### config.mk
export PLATFORM = sky130hd
export DESIGN_NAME = wb_arbiter
export DESIGN_NICKNAME = d
export VERILOG_FILES = /design/src/rtl/wb_pkg.sv /design/src/rtl/wb_watchdog.sv /design/src/rtl/wb_arbiter.sv
export SDC_FILE = /design/constraint.sdc
export NUM_CORES = 1
export LEC_CHECK = 0
export CAP_MARGIN = 20
export CORE_AREA = 5 5 241 243
export DETAILED_ROUTE_END_ITERATION = 16
export DIE_AREA = 0 0 246 248
export PLACE_DENSITY_LB_ADDON = 0.1
export SETUP_SLACK_MARGIN = 0.05
export SKIP_LAST_GASP = 1
export SYNTH_ARGS = -nofsm -noshare
export SYNTH_HDL_FRONTEND = slang
export SYNTH_SLANG_ARGS = --single-unit
export TNS_END_PERCENT = 1
### constraint.sdc
create_clock -name i_clk -period 7.4 [get_ports i_clk]
set_clock_uncertainty 0.1 [all_clocks]
set_input_delay 2.22 -clock i_clk [delete_from_list [all_inputs] [get_ports i_clk]]
set_output_delay 2.22 -clock i_clk [all_outputs]
set_load 0.005 [all_outputs]
### src/rtl/wb_pkg.sv
// Shared widths and state encoding for the two-master Wishbone arbiter.
package wb_pkg;
  localparam int WB_ADR_W = 64;
  localparam int WB_DAT_W = 64;
  localparam int WB_SEL_W = 8;
  localparam int OUTST_W  = 4;
  localparam int WDOG_W   = 8;

  typedef enum logic [1:0] {
    IDLE   = 2'd0,
    GRANT0 = 2'd1,
    GRANT1 = 2'd2,
    ABORT  = 2'd3
  } arb_state_e;
endpackage

### src/rtl/wb_watchdog.sv
// Ack watchdog: counts stalled-response cycles and flags expiry at TIMEOUT_CYCLES.
module wb_watchdog
  import wb_pkg::*;
#(
  parameter int TIMEOUT_CYCLES = 255
) (
  input  logic i_clk,
  input  logic i_reset,
  input  logic i_clear,
  input  logic i_enable,
  output logic o_expired
);

  localparam logic [WDOG_W-1:0] LIMIT = WDOG_W'(TIMEOUT_CYCLES);

  logic [WDOG_W-1:0] count_q, count_d;

  assign o_expired = (count_q == LIMIT);

  // Saturate at the limit so expiry stays visible until the arbiter reacts.
  always_comb begin
    count_d = count_q;
    if (i_clear) begin
      count_d = '0;
    end else if (i_enable && !o_expired) begin
      count_d = count_q + 1'b1;
    end
  end

  always_ff @(posedge i_clk) begin
    if (i_reset) begin
      count_q <= '0;
    end else begin
      count_q <= count_d;
    end
  end

endmodule

### src/rtl/wb_arbiter.sv
// Two-master round-robin Wishbone arbiter with outstanding-strobe limit and ack watchdog.
module wb_arbiter
  import wb_pkg::*;
#(
  parameter int TIMEOUT_CYCLES  = 255,
  parameter int MAX_OUTSTANDING = 15
) (
  input  logic                i_clk,
  input  logic                i_reset,
  input  logic                i_m0_cyc,
  input  logic                i_m0_stb,
  input  logic                i_m0_we,
  input  logic [WB_ADR_W-1:0] i_m0_adr,
  input  logic [WB_DAT_W-1:0] i_m0_dat,
  input  logic [WB_SEL_W-1:0] i_m0_sel,
  input  logic                i_m1_cyc,
  input  logic                i_m1_stb,
  input  logic                i_m1_we,
  input  logic [WB_ADR_W-1:0] i_m1_adr,
  input  logic [WB_DAT_W-1:0] i_m1_dat,
  input  logic [WB_SEL_W-1:0] i_m1_sel,
  output logic [WB_DAT_W-1:0] o_m0_dat,
  output logic                o_m0_ack,
  output logic                o_m0_stall,
  output logic                o_m0_err,
  output logic [WB_DAT_W-1:0] o_m1_dat,
  output logic                o_m1_ack,
  output logic                o_m1_stall,
  output logic                o_m1_err,
  output logic                o_wb_cyc,
  output logic                o_wb_stb,
  output logic                o_wb_we,
  output logic [WB_ADR_W-1:0] o_wb_adr,
  output logic [WB_DAT_W-1:0] o_wb_dat,
  output logic [WB_SEL_W-1:0] o_wb_sel,
  input  logic [WB_DAT_W-1:0] i_wb_dat,
  input  logic                i_wb_ack,
  input  logic                i_wb_stall
);

  localparam logic [OUTST_W-1:0] OUTST_MAX = OUTST_W'(MAX_OUTSTANDING);

  arb_state_e         state_q, state_d;
  logic               last_grant_q, last_grant_d;
  logic [OUTST_W-1:0] outst_q, outst_d;

  logic granted, aborting, own1, own_cyc, own_stb;
  logic full, has_outst, fwd_ack, accept;
  logic wdog_clear, wdog_expired;

  // Reset gates the response path so outputs are idle while reset is held.
  assign granted   = !i_reset && (state_q == GRANT0 || state_q == GRANT1);
  assign aborting  = !i_reset && (state_q == ABORT);
  assign own1      = (state_q == GRANT1);
  assign own_cyc   = own1 ? i_m1_cyc : i_m0_cyc;
  assign own_stb   = own1 ? i_m1_stb : i_m0_stb;
  assign full      = (outst_q == OUTST_MAX);
  assign has_outst = (outst_q != '0);

  assign o_wb_cyc = granted & own_cyc;
  assign o_wb_stb = granted & own_stb & ~full;
  assign o_wb_we  = own1 ? i_m1_we  : i_m0_we;
  assign o_wb_adr = own1 ? i_m1_adr : i_m0_adr;
  assign o_wb_dat = own1 ? i_m1_dat : i_m0_dat;
  assign o_wb_sel = own1 ? i_m1_sel : i_m0_sel;

  assign fwd_ack = granted & i_wb_ack & has_outst;
  assign accept  = o_wb_stb & ~i_wb_stall;

  assign o_m0_dat   = i_wb_dat;
  assign o_m1_dat   = i_wb_dat;
  assign o_m0_ack   = fwd_ack & ~own1;
  assign o_m1_ack   = fwd_ack & own1;
  assign o_m0_stall = (granted && !own1) ? (i_wb_stall | full) : 1'b1;
  assign o_m1_stall = (granted &&  own1) ? (i_wb_stall | full) : 1'b1;
  assign o_m0_err   = aborting & ~last_grant_q;
  assign o_m1_err   = aborting &  last_grant_q;

  assign wdog_clear = i_wb_ack | ~has_outst | ~granted;

  wb_watchdog #(.TIMEOUT_CYCLES(TIMEOUT_CYCLES)) u_watchdog (
    .i_clk     (i_clk),
    .i_reset   (i_reset),
    .i_clear   (wdog_clear),
    .i_enable  (granted),
    .o_expired (wdog_expired)
  );

  always_comb begin
    state_d      = state_q;
    last_grant_d = last_grant_q;
    outst_d      = outst_q;
    case (state_q)
      IDLE: begin
        outst_d = '0;
        if (i_m0_cyc && i_m1_cyc) begin
          state_d = last_grant_q ? GRANT0 : GRANT1;
        end else if (i_m0_cyc) begin
          state_d = GRANT0;
        end else if (i_m1_cyc) begin
          state_d = GRANT1;
        end
      end
      GRANT0, GRANT1: begin
        if (accept && !fwd_ack) begin
          outst_d = outst_q + 1'b1;
        end else if (!accept && fwd_ack) begin
          outst_d = outst_q - 1'b1;
        end
        // Expiry wins over a simultaneous release so the owner still sees err.
        if (wdog_expired) begin
          state_d      = ABORT;
          last_grant_d = own1;
          outst_d      = '0;
        end else if (!own_cyc) begin
          state_d      = IDLE;
          last_grant_d = own1;
        end
      end
      ABORT: begin
        state_d = IDLE;
        outst_d = '0;
      end
      default: state_d = IDLE;
    endcase
  end

  always_ff @(posedge i_clk) begin
    if (i_reset) begin
      state_q      <= IDLE;
      last_grant_q <= 1'b1;
      outst_q      <= '0;
    end else begin
      state_q      <= state_d;
      last_grant_q <= last_grant_d;
      outst_q      <= outst_d;
    end
  end

endmodule

==> run_results.csv <==
group,metric,value,unit
synthesis,syn-num-nets,757,
clock_tree,ctsHoldBuffers,0,
setup_path,max_stage_delay,0.57,ns
clock_tree,cts_buffer_depth,2,
power_and_ir_drop,power_leakage,0.00257,µW
setup_path,required,5.08,ns
setup_path,crit_fanout,8,
die,rows,87,
synthesis,synth-seq-area-share,0.0839,
timing,slew_headroom,0.607,
placement,hpwl,19500,µm
clock_tree,htreeDepth,1,
detailed_routing,dr.pass1.iters,4,
die,die_h,248,µm
finish,stdcell_area,7880,µm²
power_and_ir_drop,p_per_area,183,nW/µm²
clock_tree,cts_setup_buffers,0,
timing,drv_slew,0,
detailed_routing,drtIter0Drc,63,
finish,finalNetCount,1044,
timing,worstMarginPinSlew,0.589,ns
detailed_routing,vias,3974,
timing,setup-violations-final,0,
clock_tree,cts_tree,"done",
die,io_pins,619,
detailed_routing,viasPerCell,2.75,
global_routing,grt_pass1_wl,29000,µm
placement,placed_cell_area,7800,µm²
clock_tree,clockRootBuffer,"clkbuf_16",
synthesis,ys_seq_elements,15,
finish,final_cell_mix,"clkdlybuf4s50_1, mux2_2, nor2_1, dfxtp_1, a21oi_1",
timing,final_hold_viol_count,0,
finish,utilization,0.141,
clock_tree,cts_sinks,15,
die,die_w,246,µm
synthesis,ys_types,40,
outcome,outcome,"finished, final reports clean",
finish,mostFrequentLayoutCell,"clkdlybuf4s50_1",
finish,area_growth,120,%
global_routing,grt_overflow,0,
placement,place_congestion,0.677,
timing,fin_crit_sh,0.852,
setup_path,cp.arrival,3.99,ns
synthesis,syn_avg_cell_area,8.91,µm²
timing,setup-tns-final,0,ns
detailed_routing,drt_wl_total,22000,µm
detailed_routing,detail_route.wl_per_cell,15.2,µm
clock_tree,clkLatencyLatePin,0.25,ns
global_routing,grt_max_degree,86,
setup_path,path_delay_family,"buffers and inverters",
synthesis,netlist_instances,402,
placement,numPortBuffers,426,
timing,fin_crit,6.31,ns
run,maxCapViolations,0,
timing,rsz0062_at_grt,"false",
global_routing,antenna_found_initial,4,
power_and_ir_drop,ir_drop,0.140,mV
finish,drive_above_1_share,0.222,
detailed_routing,drc,0,
global_routing,grt_use_total,0.0633,
setup_path,critical_path_class,"input port to primary output",
setup_path,crit_chain,"clkdlybuf4s50_1 -> nand2b_4 -> nor2_1 -> nand2_1 -> nor2_1 -> clkdlybuf4s50_1",
setup_path,slowest_stage,"clkdlybuf4s50_1",
hold_path,hold_path.class,"flop to flop",
clock_tree,cts-resized-gates,0,
clock_tree,cts_buffers,3,
detailed_routing,ant_nets,0,
setup_path,cp-start-kind,"input port",
die,start_util,0.0643,
synthesis,mappedNetlistArea,3580,µm²
timing,fmax,0.159,GHz
global_routing,grt_pass1_vias,4448,
setup_path,worstSetupEndpointType,"primary output",
clock_tree,clk_pin_slew,0.05,ns
synthesis,ys_warn_count,0,
die,coreArea,55700,µm²
setup_path,path_buf_inv,2,
finish,n_fill_cell,6397,
die,die_area,61000,µm²
==> Yosys cell counts (all sizes together) <==
cell type,n,area [µm²]
o211ai,1,7.51
a211oi,2,15.0
xor2,3,26.3
and3,2,17.5
fa,1,20.0
a311o,1,10.0
a31oi,2,12.5
nand2,9,33.8
buf,143,1040
dfxtp,15,300
o21ai,5,28.8
a2111oi,1,15.0
nor3b,2,15.0
a41oi,2,17.5
or2,1,6.26
mux2i,1,10.0
a211o,1,8.76
or3,5,32.5
o31ai,1,7.51
mux2,140,1580
nor3,1,5.00
clkbuf,3,11.3
nor4,1,6.26
nand4,1,6.26
nand2b,1,13.8
xnor2,2,17.5
a41o,1,10.0
nand3,6,30.0
nor2,15,56.3
and2b,1,7.51
ha,8,100
a21oi,11,55.1
and4,1,11.3
inv,9,33.8
or4,1,7.51
and2,2,12.5
==> report_power, final <==
group	total, µW	internal (µW)	switching, µW
Sequential	98.0	89.5	8.52
Combinational	1230	790	445
Clock	108	73.1	34.7
Total	1440	952	488
==> path summary, 6_finish.rpt <==
path	from	end	slack, ns	depth (start not counted)
max	i_reset	o_m0_ack	1.09	6
min	u_watchdog.count_q[1]$_SDFFE_PP0P_	u_watchdog.count_q[1]$_SDFFE_PP0P_	0.37	2
max reg2reg	state_q[0]$_SDFFE_PP0P_	outst_q[3]$_SDFFE_PP0P_	4.28	13
min reg2reg	u_watchdog.count_q[1]$_SDFFE_PP0P_	u_watchdog.count_q[1]$_SDFFE_PP0P_	0.37	2
==> per-stage QoR <==
stage | hold WS, ns | worst slack [ns] | cells | total power [µW]
3_5_place_dp | 0.369 | 1.04 | 1440 | 1370
6_report | 0.373 | 1.09 | 1446 | 1440
5_1_grt | 0.402 | 0.907 | 1444 | 1550
4_1_cts | 0.376 | 1.02 | 1444 | 1480
2_1_floorplan | 0.353 | 2.34 | 402 | 696
3_3_place_gp | 0.364 | 0.998 | 1440 | 1400
==> metal layers <==
| layer | up-vias | share of wire | global-route usage |
|---|---|---|---|
| li1 | 1855 | - | - |
| met1 | 1727 | 0.32 | 0.0596 |
| met2 | 375 | 0.47 | 0.109 |
| met3 | 15 | 0.20 | 0.0540 |
| met4 | 2 | 0.0051 | 0.00607 |
| met5 | - | 0.00032 | 0.00397 |
==> logic make-up after synthesis <==
| kind of cell | share of synthesized area |
|---|---|
| simple gates | 0.0730 |
| xor+xnor | 0.0122 |
| mux | 0.443 |
| buf+inv | 0.302 |
| fa+ha+maj | 0.0335 |
| compound gates | 0.0524 |
| flops | 0.0839 |
==> registers in the layout, indices dropped and copies added (netlist names) <==
| name | cells |
|---|---|
| u_watchdog.count_q | 8 |
| outst_q | 4 |
| state_q | 2 |
| last_grant_q | 1 |
==> layout make-up <==
| class | instances | area (µm²) | share of cell area |
|---|---|---|---|
| clock buffer | 4 | 78.8 | 0.0100 |
| timing repair buffer | 428 | 4300 | 0.546 |
| tap | 756 | 946 | 0.120 |
| inverter | 9 | 33.8 | 0.00429 |
| antenna | 2 | 5.00 | 0.000635 |
| sequential | 15 | 300 | 0.0381 |
| multi-input combinational | 232 | 2210 | 0.281 |
==> worst min-delay path, stage by stage (launching register included) <==
cell and delay (ns):
dfxtp_1 0.32, nand2_1 0.06, a21oi_1 0.05
Power figures use the tool's default switching activity.
